`src/rtl/fd_n_seq_if.sv`:
```
// Ratio-request and divider-drive bundle between the FMDLL loop control and the
// divide-by-N sequencer.
interface fd_n_seq_if #(
  parameter int unsigned W = 4
);
  logic         enable;
  logic [W-1:0] n_req;
  logic         n_req_valid;
  logic         n_req_ready;
  logic [W-1:0] N;
  logic [W-1:0] N_counter;
  logic         period_start;
  logic         settled;
  logic         err_illegal;

  modport master (
    output enable, n_req, n_req_valid,
    input  n_req_ready, N, N_counter, period_start, settled, err_illegal
  );

  modport slave (
    input  enable, n_req, n_req_valid,
    output n_req_ready, N, N_counter, period_start, settled, err_illegal
  );
endinterface

```
`src/rtl/fd_n_seq.sv`:
```
// Divide-by-N feedback divider sequencer: owns the phase counter and active ratio,
// applies ratio changes only at period boundaries and reports settling.
module fd_n_seq #(
  parameter int unsigned W              = 4,
  parameter int unsigned DEFAULT_N      = 4,
  parameter int unsigned SETTLE_PERIODS = 3
) (
  input  logic      clk_out,
  input  logic      rst_n,
  fd_n_seq_if.slave bus
);

  localparam int unsigned SW = 4;

  typedef enum logic [1:0] {
    IDLE   = 2'd0,
    SETTLE = 2'd1,
    RUN    = 2'd2,
    PEND   = 2'd3
  } state_t;

  state_t          state_q, state_d;
  logic [W-1:0]    n_q, n_d;
  logic [W-1:0]    cnt_q, cnt_d;
  logic [W-1:0]    pend_q, pend_d;
  logic [SW-1:0]   settle_q, settle_d;
  logic            settled_q, settled_d;
  logic            err_q, err_d;
  logic            ready_q, ready_d;
  logic            pstart_q, pstart_d;

  logic            accept;
  logic            legal;
  logic            boundary;
  logic [W-1:0]    cnt_step;

  // State and output registers
  always_ff @(posedge clk_out) begin
    if (!rst_n) begin
      state_q   <= IDLE;
      n_q       <= W'(DEFAULT_N);
      cnt_q     <= '0;
      pend_q    <= '0;
      settle_q  <= '0;
      settled_q <= 1'b0;
      err_q     <= 1'b0;
      ready_q   <= 1'b1;
      pstart_q  <= 1'b0;
    end else begin
      state_q   <= state_d;
      n_q       <= n_d;
      cnt_q     <= cnt_d;
      pend_q    <= pend_d;
      settle_q  <= settle_d;
      settled_q <= settled_d;
      err_q     <= err_d;
      ready_q   <= ready_d;
      pstart_q  <= pstart_d;
    end
  end

  // Next-state and next-output decode
  always_comb begin
    state_d  = state_q;
    n_d      = n_q;
    cnt_d    = cnt_q;
    pend_d   = pend_q;
    settle_d = settle_q;
    err_d    = err_q;

    accept   = bus.n_req_valid && ready_q;
    legal    = (bus.n_req >= W'(2));
    boundary = (state_q != IDLE) && (cnt_q == n_q);
    cnt_step = boundary ? W'(1) : (cnt_q + W'(1));

    if (accept) begin
      err_d = !legal;
    end

    case (state_q)
      IDLE: begin
        cnt_d = '0;
        if (accept && legal) begin
          n_d = bus.n_req;
        end
        if (bus.enable) begin
          state_d  = SETTLE;
          cnt_d    = W'(1);
          settle_d = SW'(SETTLE_PERIODS);
        end
      end

      SETTLE: begin
        cnt_d = cnt_step;
        if (boundary) begin
          if (!bus.enable) begin
            state_d  = IDLE;
            cnt_d    = '0;
            settle_d = '0;
          end else begin
            settle_d = settle_q - SW'(1);
            if (settle_q == SW'(1)) begin
              state_d = RUN;
            end
          end
        end
      end

      RUN: begin
        cnt_d = cnt_step;
        if (boundary && !bus.enable) begin
          // Stopping: a request taken on this boundary still lands in N
          state_d = IDLE;
          cnt_d   = '0;
          if (accept && legal) begin
            n_d = bus.n_req;
          end
        end else if (accept && legal) begin
          state_d = PEND;
          pend_d  = bus.n_req;
        end
      end

      PEND: begin
        cnt_d = cnt_step;
        if (boundary) begin
          n_d = pend_q;
          if (!bus.enable) begin
            state_d = IDLE;
            cnt_d   = '0;
          end else begin
            state_d  = SETTLE;
            settle_d = SW'(SETTLE_PERIODS);
          end
        end
      end

      default: begin
        state_d = IDLE;
        cnt_d   = '0;
      end
    endcase

    settled_d = (state_d == RUN);
    ready_d   = (state_d == IDLE) || (state_d == RUN);
    pstart_d  = (state_d != IDLE) && (cnt_d == W'(1));
  end

  assign bus.N            = n_q;
  assign bus.N_counter    = cnt_q;
  assign bus.n_req_ready  = ready_q;
  assign bus.settled      = settled_q;
  assign bus.err_illegal  = err_q;
  assign bus.period_start = pstart_q;

endmodule

```
`src/flat_wrapper.sv`:
```
// flat-port wrapper written by rule: the top's interface ports become plain ports
module fd_n_seq_flat 
#(
  parameter int unsigned W              = 4,
  parameter int unsigned DEFAULT_N      = 4,
  parameter int unsigned SETTLE_PERIODS = 3
)
  (clk_out, rst_n, bus_enable, bus_n_req, bus_n_req_valid, bus_n_req_ready, bus_N, bus_N_counter, bus_period_start, bus_settled, bus_err_illegal);
  fd_n_seq_if #(.W(W)) bus_i ();
  input  logic clk_out;
  input  logic rst_n;
  input wire logic [$bits(bus_i.enable)-1:0] bus_enable;
  input wire logic [$bits(bus_i.n_req)-1:0] bus_n_req;
  input wire logic [$bits(bus_i.n_req_valid)-1:0] bus_n_req_valid;
  output wire logic [$bits(bus_i.n_req_ready)-1:0] bus_n_req_ready;
  output wire logic [$bits(bus_i.N)-1:0] bus_N;
  output wire logic [$bits(bus_i.N_counter)-1:0] bus_N_counter;
  output wire logic [$bits(bus_i.period_start)-1:0] bus_period_start;
  output wire logic [$bits(bus_i.settled)-1:0] bus_settled;
  output wire logic [$bits(bus_i.err_illegal)-1:0] bus_err_illegal;
  assign bus_i.enable = bus_enable;
  assign bus_i.n_req = bus_n_req;
  assign bus_i.n_req_valid = bus_n_req_valid;
  assign bus_n_req_ready = bus_i.n_req_ready;
  assign bus_N = bus_i.N;
  assign bus_N_counter = bus_i.N_counter;
  assign bus_period_start = bus_i.period_start;
  assign bus_settled = bus_i.settled;
  assign bus_err_illegal = bus_i.err_illegal;
  fd_n_seq #(.W(W), .DEFAULT_N(DEFAULT_N), .SETTLE_PERIODS(SETTLE_PERIODS)) u_core (.clk_out(clk_out), .rst_n(rst_n), .bus(bus_i));
endmodule
```
`config.mk`:
```
export PLATFORM = sky130hd
export DESIGN_NAME = fd_n_seq_flat
export DESIGN_NICKNAME = d
export VERILOG_FILES = /design/src/rtl/fd_n_seq_if.sv /design/src/rtl/fd_n_seq.sv /design/src/flat_wrapper.sv
export SDC_FILE = /design/constraint.sdc
export NUM_CORES = 1
export LEC_CHECK = 0
export BUFFER_PORTS_ARGS = -buffer_cell sky130_fd_sc_hd__buf_4
export CAP_MARGIN = 10
export CORE_MARGIN = 2
export CORE_UTILIZATION = 45
export CTS_BUF_LIST = sky130_fd_sc_hd__clkbuf_8
export CTS_CLUSTER_SIZE = 30
export DETAILED_ROUTE_END_ITERATION = 16
export HOLD_SLACK_MARGIN = 0.15
export PLACE_DENSITY = 0.66
export RECOVER_POWER = 25
export SLEW_MARGIN = 15
export SYNTH_ARGS = -nofsm -noshare
export SYNTH_HDL_FRONTEND = slang
export SYNTH_SLANG_ARGS = --single-unit
```
`constraint.sdc`:
```
create_clock -name clk_out -period 2.9 [get_ports clk_out]
set_clock_uncertainty 0.05 [all_clocks]
set_input_delay 0.58 -clock clk_out [delete_from_list [all_inputs] [get_ports clk_out]]
set_output_delay 0.58 -clock clk_out [all_outputs]
set_load 0.03 [all_outputs]
```
# ---- Yosys cells after proc, flatten, opt, wreduce, memory -nomap -nowiden
# Cells that the tools add are included.
dict set report op_classes {
  bitwise_logic 1
  addsub 2
  order_cmp 1
  n_mux 24
  n_reduce_logical 18
  eq_ne 10
}
# op n
set op_table {}
lappend op_table {{4-bit 2-to-1 mux} 11}
lappend op_table {{4-bit one-hot mux with 3 select lines} 3}
lappend op_table {{2-bit 2-to-1 mux} 7}
lappend op_table {{3-bit AND reduction} 3}
lappend op_table {{4-bit by 1-bit equality test with 1-bit output, second input constant} 2}
lappend op_table {{2-bit one-hot mux with 4 select lines} 1}
lappend op_table {{2-bit equality test, second input constant} 3}
lappend op_table {{2-bit by 1-bit != test with 1-bit output, second input constant} 3}
lappend op_table {{3-bit nonzero test} 2}
lappend op_table {{1-bit logical AND} 5}
lappend op_table {{4-bit by 1-bit adder with 4-bit output, second input constant} 1}
lappend op_table {{4-bit equality test} 1}
lappend op_table {{4-bit by 2-bit greater-or-equal comparator with 1-bit output, second input constant} 1}
lappend op_table {{2-bit logical NOT} 2}
lappend op_table {{2-bit nonzero test} 2}
lappend op_table {{4-bit by 1-bit subtractor with 4-bit output, second input constant} 1}
lappend op_table {{2-bit by 1-bit equality test with 1-bit output, second input constant} 1}
lappend op_table {{1-bit logical NOT} 2}
lappend op_table {{1-bit 2-to-1 mux} 2}
lappend op_table {{2-bit OR reduction} 1}
lappend op_table {{1-bit logical OR} 1}
lappend op_table {{1-bit NOT} 1}
dict set report word_totals {
  reg_bits 22
  wordCells 65
  out_inout_bits 12
}

# ---- Depth between registers and ports, before layout
# Gate-level depths: netlist of the first run.
dict set report depth {
  depth_word 8
  mapped_depth 7
}

# ---- Least setup slack after synthesis of the first run
# Ideal clock, no wire load.
dict set report synth_path {
  kind {reg2reg}
  start {reg u_core.cnt_q[0], in the netlist u_core.bus.N_counter[0]}
  end {reg u_core.pend_q[0]}
  arrival_ns 1.548
  path_stages_with_launch 6
  n_path_buf 0
  setup_ns 0.128
  required_ns 2.722
  synth_period_minus_slack_ns 1.726
  setup_slack_ns 1.174
  cell_sequence {dfxtp_1 xnor2_1 nand4_2 o211ai_4 mux2i_1 nor2_1}
}
dict set report synth_between {
  elab_chain_cells 5
}
# element line
set synth_rtl {}
lappend synth_rtl {{start: declaration} fd_n_seq.sv:24} ;# logic [W-1:0] cnt_q, cnt_d;
lappend synth_rtl {{start signal: assignment} fd_n_seq.sv:52} ;# cnt_q <= cnt_d;
lappend synth_rtl {{4-bit equality test} fd_n_seq.sv:73} ;# boundary = (state_q != IDLE) && (cnt_q == n_q);
lappend synth_rtl {{1-bit logical AND} fd_n_seq.sv:73}
lappend synth_rtl {{1-bit logical AND} fd_n_seq.sv:111} ;# if (boundary && !bus.enable) begin
lappend synth_rtl {{1-bit NOT (no line)} -}
lappend synth_rtl {{3-bit AND reduction (no line)} -}
lappend synth_rtl {{end signal: assignment} fd_n_seq.sv:53} ;# pend_q <= pend_d;
lappend synth_rtl {{end: declaration} fd_n_seq.sv:25} ;# logic [W-1:0] pend_q, pend_d;
# No other way between the ends.
# A chain may end at the register's enable or synchronous reset.

# ---- Worst setup path in the final report of the first run
dict set report layout_path {
  start {reg u_core.cnt_q[0], in the netlist u_core.bus.N_counter[0]}
  end {reg u_core.pend_q[2]}
}
# Same word-level chain as after synthesis.

==> results.yml, run 1 <==
place:
  place_congestion: 0.756
  placed_cell_area_sq_um: 1280
  hpwl_um: 1770
  io_buffers: 19
detailed_routing:
  via_per_inst: 5.61
  vias: 976
  wire_per_inst_um: 14.2
  initialDrtViolationCount: 26
  dr.pass1.iters: 5
  drc: 0
  drt-total-wl_um: 2480
  ant_nets: 0
clock_network:
  clock_latency_ps: 260
  cts_hold_buffers: 0
  ctsRootBufferMaster: "clkbuf_8"
  clk_pin_slew_ps: 80
  post_cts_resized: 0
  cts_sinks: 22
  post_cts_buffers: 0
  cts_tree: "built"
  cts_buffers: 3
  cts_buffer_depth: 2
  htreeDepth: 1
sta:
  tns_ps: 0
  min_period_over_period_pct: 62.6
  tightest_slew_ps: 596
  min_period_ps: 1820
  max_clock_freq_mhz: 551
  max_slew_margin_pct: 60.2
  hold_violations: 0
  final-setup-viol-count: 0
  rsz0062_at_grt: "false"
  maxSlewViolCount: 0
floorplanning:
  die_h_um: 54.3
  start_util_pct: 46.8
  rows: 18
  fp.dieW_um: 54.3
  core-area_sq_um: 2430
  ios: 20
  die_area_sq_um: 2950
grt:
  grt.overflow.total: 0
  grt_pass1_wl_um: 4130
  top_usage_layer: "met2"
  grt_max_degree: 19
  use_met2_pct: 31.7
  gr-usage-met1_pct: 25.5
  antenna_found_initial: 0
  use_met3_pct: 3.55
  grt.total_usage_pct: 19.5
  grt_pass1_vias: 937
power:
  pwr-share-comb_pct: 15.7
  seqPwrFrac_pct: 45.1
  vdd_drop_max_mv: 0.312
  sw_frac_of_total_pct: 25.6
  pwr_density_cell_nw_per_um2: 552
  power.switching_w: 0.000189
  power.static_leakage_nw: 0.566
  intPower_w: 0.000546
  pwr-share-clk_pct: 39.2
setup_path:
  worstPathRequired_ps: 2990
  arrival_ps: 1910
  endpoint_kind: "register"
  path_class: "register to register"
  path_cells: "xnor2_1 -> nand4_2 -> o211ai_4 -> mux2i_1 -> nor2_1"
  start_kind: "register"
  crit_path_top_delay_cell: "dfxtp_1"
  crit_fanout: 8
  critPathMaxStageDelay_ps: 460
synthesis:
  synth_fp_nets: 138
  synth.distinct_cells: 41
  synth_compound_area_share_pct: 18.2
  post_synth.cell_area_avg_sq_um: 8.97
  synth-adder-area-share_pct: 3.30
  synth_mux_area_share_pct: 5.38
  yosysWarnings: 0
  synth_top_family_by_area: "simple AND/OR/NAND/NOR gates"
  synth_xor_area_share_pct: 4.62
  synth_seq_area_share_pct: 38.7
  synth_cells: 127
  yosys.area_share.simple_pct: 25.2
  netlist_area_sq_um: 1140
  synth_seq_cells: 22
layout:
  final_common_cell: "dfxtp_1"
  layout.nets: 156
  drive_above_1_share_pct: 19.4
  design_area_sq_um: 1330
  area_delta_synth_final_pct: 16.9
  final_cell_mix: "22 x dfxtp_1, 15 x nor2_1, 13 x nand2_1, 13 x buf_4, 7 x nand3_1"
  num_antenna_cells: 0
outcome:
  status: "complete, no violations"
worst_hold_path:
  hold_path.class: "register to register"
run:
  maxCapViolCount: 0
-- routing by layer --
layer,wire (um),vias up
li1,-,493
met1,1150,449
met2,1170,32
met3,141,2
met4,10,0
met5,0,-
-- per-stage QoR --
stage / util (%) / setup slack (ps) / total power, W / hold WS (ps) / cells
6_report: 54.7 / 1080 / 0.000735 / 414 / 174
5_1_grt: 54.7 / 940 / 0.000770 / 465 / 174
4_1_cts: 55.8 / 1100 / 0.000746 / 414 / 174
3_5_place_dp: 52.8 / 1020 / 0.000458 / 400 / 170
3_3_place_gp: 52.8 / 1050 / 0.000455 / 402 / 170
2_1_floorplan: - / 1170 / 0.000421 / 403 / 127
-- flip-flops by register name, indices dropped and copies added, names as in the netlist --
| name | flops |
|---|---|
| u_core.state_q | 2 |
| u_core.settle_q | 4 |
| u_core.bus.n_req_ready | 1 |
| u_core.bus.N_counter | 4 |
| u_core.bus.period_start | 1 |
| u_core.bus.N | 4 |
| u_core.bus.settled | 1 |
| u_core.bus.err_illegal | 1 |
| u_core.pend_q | 4 |
-- Yosys cell counts, drive strengths merged --
cell type | n | area share, %
nand2 | 13 | 4.3
dfxtp | 22 | 39
nor2b | 3 | 1.6
mux2i | 5 | 4.4
nand3 | 7 | 3.1
nor3 | 3 | 1.8
a21oi | 4 | 1.8
and3 | 4 | 2.2
a221oi | 1 | 0.77
buf | 5 | 2.6
mux2 | 1 | 0.99
o311a | 1 | 0.99
xor2 | 2 | 1.5
o22a | 1 | 1.5
o21ai | 6 | 2.6
nor4 | 2 | 1.1
nand2b | 2 | 1.1
nor2 | 15 | 5.2
or3b | 1 | 0.77
a311oi | 4 | 3.1
nand3b | 1 | 0.66
a31oi | 1 | 1.1
ha | 3 | 3.3
clkbuf | 1 | 0.33
o211ai | 2 | 2.5
nand4 | 2 | 1.6
a22o | 2 | 2.4
inv | 5 | 1.6
xnor2 | 4 | 3.1
a211oi | 1 | 0.66
and4 | 2 | 1.8
o41ai | 1 | 0.77
-- final timing paths --
kind / startpoint / end / slack, ps / depth (start not counted)
hold reg to reg: u_core.bus.err_illegal$_SDFFE_PN0P_ / u_core.bus.err_illegal$_SDFFE_PN0P_ / 410 / 2
hold / removal: u_core.bus.err_illegal$_SDFFE_PN0P_ / u_core.bus.err_illegal$_SDFFE_PN0P_ / 410 / 2
setup reg to reg: u_core.bus.N_counter[0]$_SDFF_PN0_ / u_core.pend_q[2]$_SDFFE_PN0P_ / 1080 / 5
setup / recovery: u_core.bus.N_counter[0]$_SDFF_PN0_ / u_core.pend_q[2]$_SDFFE_PN0P_ / 1080 / 5
-- cells by family after synthesis --
kind of cell               after synthesis
xor gates and xnor gates                 6
muxes                                    6
DFF                                     22
and+or+nand+nor                         55
AOI/OAI and AO/OA                       24
buffers and inverters                   11
adders and majority gates                3
-- power by group through the flow --
stage,Clock [W],Sequential [W],Combinational [W]
floorplan,0,0.000349,0.0000719
global placement,0,0.000339,0.000116
detailed placement,0,0.000339,0.000119
CTS,0.000294,0.000332,0.000120
global route,0.000309,0.000334,0.000126
finish,0.000288,0.000332,0.000115
-- worst max-delay path, delay by kind of cell, from the launching register on --
| kind | cells | cell delay, ps |
|---|---|---|
| muxes | 1 | 240 |
| xor gates and xnor gates | 1 | 190 |
| DFF | 1 | 460 |
| AOI/OAI and AO/OA | 1 | 400 |
| and+or+nand+nor | 2 | 360 |
-- layout make-up --
| cell class | instances | area (sq um) |
|---|---|---|
| Clock inverter | 1 | 30.0 |
| Timing Repair Buffer | 19 | 120 |
| Fill cell | 228 | 1100 |
| Sequential cell | 22 | 440 |
| Clock buffer | 3 | 41.3 |
| Multi-Input combinational cell | 94 | 643 |
| Inverter | 5 | 18.8 |
| Tap cell | 30 | 37.5 |
(Power assumes the default switching activity.)
==> inputs of run 2 (changes only) <==
Clock period 2.9 ns to 1.77 ns, I/O delays scaled along.
==> results.yml, run 2 (synthesis results as in run 1) <==
outcome:
  status: "complete, no violations"
setup_path:
  crit_fanout: 3
  critPathMaxStageDelay_ps: 370
  path_cells: "inv_1 -> ha_1 -> or3b_4 -> o211ai_1 -> and3_1 -> o22a_4 -> a31oi_2"
  path_class: "register to register"
  path_delay_family: "simple AND/OR/NAND/NOR gates"
  crit_path_top_delay_cell: "or3b_4"
  worstPathRequired_ps: 1870
  endpoint_kind: "register"
  start_kind: "register"
  path_buf_inv: 1
  arrival_ps: 1780
layout:
  utilization_pct: 57.9
  final_common_cell: "dfxtp_1"
  drive_above_1_share_pct: 26.3
  final_cell_mix: "22 x dfxtp_1, 21 x buf_4, 14 x nor2_1, 13 x nand2_1"
  area_delta_synth_final_pct: 23.7
  num_antenna_cells: 0
  layout.nets: 165
  design_area_sq_um: 1410
  final_cells: 182
clock_network:
  htreeDepth: 1
  clk_pin_slew_ps: 80
  post_cts_buffers: 0
  cts_buffer_depth: 2
  cts_tree: "built"
  clock_latency_ps: 260
  cts_sinks: 22
  ctsRootBufferMaster: "clkbuf_8"
  cts_buffers: 3
sta:
  final-setup-viol-count: 0
  maxSlewViolCount: 0
  tightest_slew_ps: 528
  min_period_ps: 1680
  max_clock_freq_mhz: 596
  max_slew_margin_pct: 64.8
  hold_ws_ps: 297
  min_period_over_period_pct: 94.8
  hold_violations: 0
floorplanning:
  die_area_sq_um: 2950
  core-area_sq_um: 2430
  die_h_um: 54.3
  start_util_pct: 46.8
  fp.dieW_um: 54.3
  ios: 20
  rows: 18
power:
  seqPwrFrac_pct: 50.7
  power.switching_w: 0.000307
  total_power_w: 0.00107
  pwr-share-clk_pct: 29.0
  power.static_leakage_nw: 0.612
  pwr_density_cell_nw_per_um2: 758
  sw_frac_of_total_pct: 28.7
  intPower_w: 0.000762
  pwr-share-comb_pct: 20.3
  vdd_drop_max_mv: 0.395
detailed_routing:
  dr.pass1.iters: 4
  wire_per_inst_um: 13.7
  drc: 0
  drt-total-wl_um: 2490
  via_per_inst: 5.38
  vias: 979
  initialDrtViolationCount: 26
  ant_nets: 0
grt:
  grt_pass1_vias: 875
  grt.overflow.total: 0
  antenna_found_initial: 0
  grt.total_usage_pct: 19.1
  grt_max_degree: 16
  grt_pass1_wl_um: 4040
worst_hold_path:
  hold_path.class: "primary input to register"
place:
  place_inst: 179
  place_congestion: 0.882
  hpwl_um: 1800
  io_buffers: 19
  placed_cell_area_sq_um: 1350
run:
  maxCapViolCount: 0
## run 2: final timing paths
check                                 startpoint  cells past startpoint                             endpoint  slack [ps]
max              u_core.settle_q[1]$_SDFFE_PN0P_                      7   u_core.bus.period_start$_SDFF_PN0_          90
min                                        rst_n                      2         u_core.bus.N[2]$_SDFFE_PN1P_         300
max reg2reg      u_core.settle_q[1]$_SDFFE_PN0P_                      7   u_core.bus.period_start$_SDFF_PN0_          90
min reg2reg  u_core.bus.err_illegal$_SDFFE_PN0P_                      2  u_core.bus.err_illegal$_SDFFE_PN0P_         420
## run 2: through the flow
stage | setup WS, ps | setup TNS [ps]
3_3_place_gp | 70.9 | 0
2_1_floorplan | 44.4 | 0
4_1_cts | 24.2 | 0
5_1_grt | -18.5 | -47.1
3_5_place_dp | 43.1 | 0
6_report | 91.6 | 0
## run 2: layout make-up
| type | count | area, sq um |
|---|---|---|
| Inverter | 5 | 18.8 |
| Clock buffer | 3 | 41.3 |
| Tap cell | 30 | 37.5 |
| Fill cell | 236 | 1020 |
| Sequential cell | 22 | 440 |
| Multi-Input combinational cell | 94 | 687 |
| Timing Repair Buffer | 28 | 184 |
## run 2: timing repair
item	CTS	global route
hold buffers	0	0
gates resized for setup	0	6
endpoints found under the setup margin	0	8
## run 2: power groups by stage
stage / Combinational, W / Clock [W] / Sequential (W)
final: 0.000216 / 0.000310 / 0.000542
after detailed placement: 0.000211 / 0 / 0.000550
after global routing: 0.000239 / 0.000341 / 0.000545
after floorplan: 0.000118 / 0 / 0.000572
after global placement: 0.000209 / 0 / 0.000550
after CTS: 0.000211 / 0.000316 / 0.000539
## run 2: metal layers
metal	up-vias	track usage, %	part of all wire [%]
met3	2	3.55	3.3
met5	-	0	0
met1	454	29.0	50
met4	0	6.67	0.40
met2	17	26.7	46
li1	506	-	-
==> inputs of run 3 (changes only) <==
Settings changed: BUFFER_PORTS_ARGS -buffer_cell sky130_fd_sc_hd__buf_4 to unset, DONT_BUFFER_PORTS set to 1, PLACE_DENSITY 0.66 to unset.
==> results.yml, run 3 (synthesis results as in run 1) <==
layout:
  final_cells: 172
  fill_cells: 225
  num_antenna_cells: 0
  design_area_sq_um: 1340
  drive_above_1_share_pct: 23.9
  area_delta_synth_final_pct: 17.5
  layout.nets: 154
  regArea_sq_um: 442
  final_common_cell: "dfxtp_1"
  multi_input_area_sq_um: 666
  final_cell_mix: "21 x dfxtp_1, 14 x nor2_1, 13 x nand2_1, 13 x buf_4, 7 x nand3_1"
setup_path:
  rr_startpoint: "u_core.settle_q[1]$_SDFFE_PN0P_"
  crit_path_top_delay_cell: "or3b_4"
  critPathMaxStageDelay_ps: 380
  path_class: "register to register"
  arrival_ps: 1870
  reg2reg_setup_slack_ps: 20
  path_cells: "inv_2 -> ha_2 -> or3b_4 -> o211ai_1 -> and3_1 -> o22a_4 -> a31oi_2"
  start_kind: "register"
  r2r_end: "u_core.bus.period_start$_SDFF_PN0_"
  endpoint_kind: "register"
  worstPathRequired_ps: 1890
  crit_fanout: 3
  ff2ff_path_depth: 7
  crit_path_start: "u_core.settle_q[1]$_SDFFE_PN0P_"
  endpoint: "u_core.bus.period_start$_SDFF_PN0_"
clock_network:
  cts_sinks: 22
  cts_tree: "built"
  cts_buffers: 3
  ctsRootBufferMaster: "clkbuf_8"
  htreeDepth: 1
  cts_buffer_depth: 2
  clock_latency_ps: 280
  clk_pin_slew_ps: 90
floorplanning:
  start_util_pct: 46.8
  die_h_um: 54.3
  rows: 18
  fp.dieW_um: 54.3
  die_area_sq_um: 2950
  core-area_sq_um: 2430
  ios: 20
place:
  place_congestion: 0.853
  io_buffers: 0
  hpwl_um: 1880
  placed_cell_area_sq_um: 1240
  place_inst: 164
  dp_slack_ps: 10.4
sta:
  setup_ws_ps: 15.8
  min_period_ps: 1750
  hold_violations: 0
  max_clock_freq_mhz: 570
  final-setup-viol-count: 0
  min_period_over_period_pct: 99.1
  tightest_slew_ps: 548
  max_slew_margin_pct: 63.4
  maxSlewViolCount: 0
  hold_ws_ps: 153
detailed_routing:
  ant_nets: 0
  dr.pass1.iters: 4
  initialDrtViolationCount: 19
  drt-total-wl_um: 2680
  vias: 972
  via_per_inst: 5.65
  wire_per_inst_um: 15.6
  drc: 0
grt:
  grt_pass1_wl_um: 4240
  grt_pass1_vias: 942
  antenna_found_initial: 0
  grt.overflow.total: 0
  grt_max_degree: 15
  grt.total_usage_pct: 20.0
power:
  vdd_drop_max_mv: 0.564
  pwr_density_cell_nw_per_um2: 834
  power.static_leakage_nw: 0.567
  total_power_w: 0.00112
outcome:
  status: "complete, no violations"
run:
  maxCapViolCount: 0
worst_hold_path:
  hold_path.class: "primary input to register"
==> run 3: how the worst min path moves through the flow <==
| stage | startpoint | to | slack [ps] | depth (start not counted) |
|---|---|---|---|---|
| 2_1_floorplan | rst_n | u_core.bus.N[2]$_SDFFE_PN1P_ | 380 | 1 |
| 3_3_place_gp | rst_n | u_core.bus.N[2]$_SDFFE_PN1P_ | 390 | 1 |
| 3_5_place_dp | rst_n | u_core.bus.N[2]$_SDFFE_PN1P_ | 400 | 1 |
| 4_1_cts | rst_n | u_core.settle_q[1]$_SDFFE_PN0P_ | 170 | 1 |
| 5_1_grt | rst_n | u_core.settle_q[1]$_SDFFE_PN0P_ | 160 | 1 |
| 6_report | rst_n | u_core.settle_q[1]$_SDFFE_PN0P_ | 150 | 1 |
==> run 3: per-stage QoR <==
step                setup TNS [ps]  util, %
floorplan                        0        -
global placement                 0     51.0
detailed placement               0     51.0
CTS                              0     53.8
global route                 -11.5     55.0
finish                           0     55.0
==> run 3: critical path: cells and delay by family, from the launching register on <==
| family | cells | cell delay (ps) |
|---|---|---|
| buffers and inverters | 1 | 50 |
| AND/OR/NAND/NOR | 2 | 590 |
| adder cells (fa/ha/maj) | 1 | 140 |
| flip-flops | 1 | 340 |
| AO/OA/AOI/OAI | 3 | 470 |
==> run 3: layer usage <==
layer,track usage [%],up-vias,wire length (um)
met5,0,-,0
met4,9.17,0,50
met3,3.55,7,123
met2,31.7,27,1270
met1,26.2,453,1230
li1,-,485,-
==> run 3: cell type report <==
type,instances,area share [%]
well taps,30,2.81
flip-flops and latches,22,33.0
inverters,5,1.40
repair buffers,17,8.89
multi-input cells,94,49.8
clock buffers,4,4.12
==> run 3: report_power, final <==
| part | switching [W] | internal, W |
|---|---|---|
| sequential | 0.0000274 | 0.000516 |
| clock | 0.000178 | 0.000199 |
| combinational | 0.000110 | 0.0000846 |
==> run 3: what timing repair did <==
action / 4_1_cts / 5_1_grt
hold endpoints to repair: 1 / 0
setup endpoints to repair: 1 / 6
pin swaps: 2 / 5
gates resized for setup: 1 / 5
hold buffers: 1 / 0
setup buffers: 0 / 3
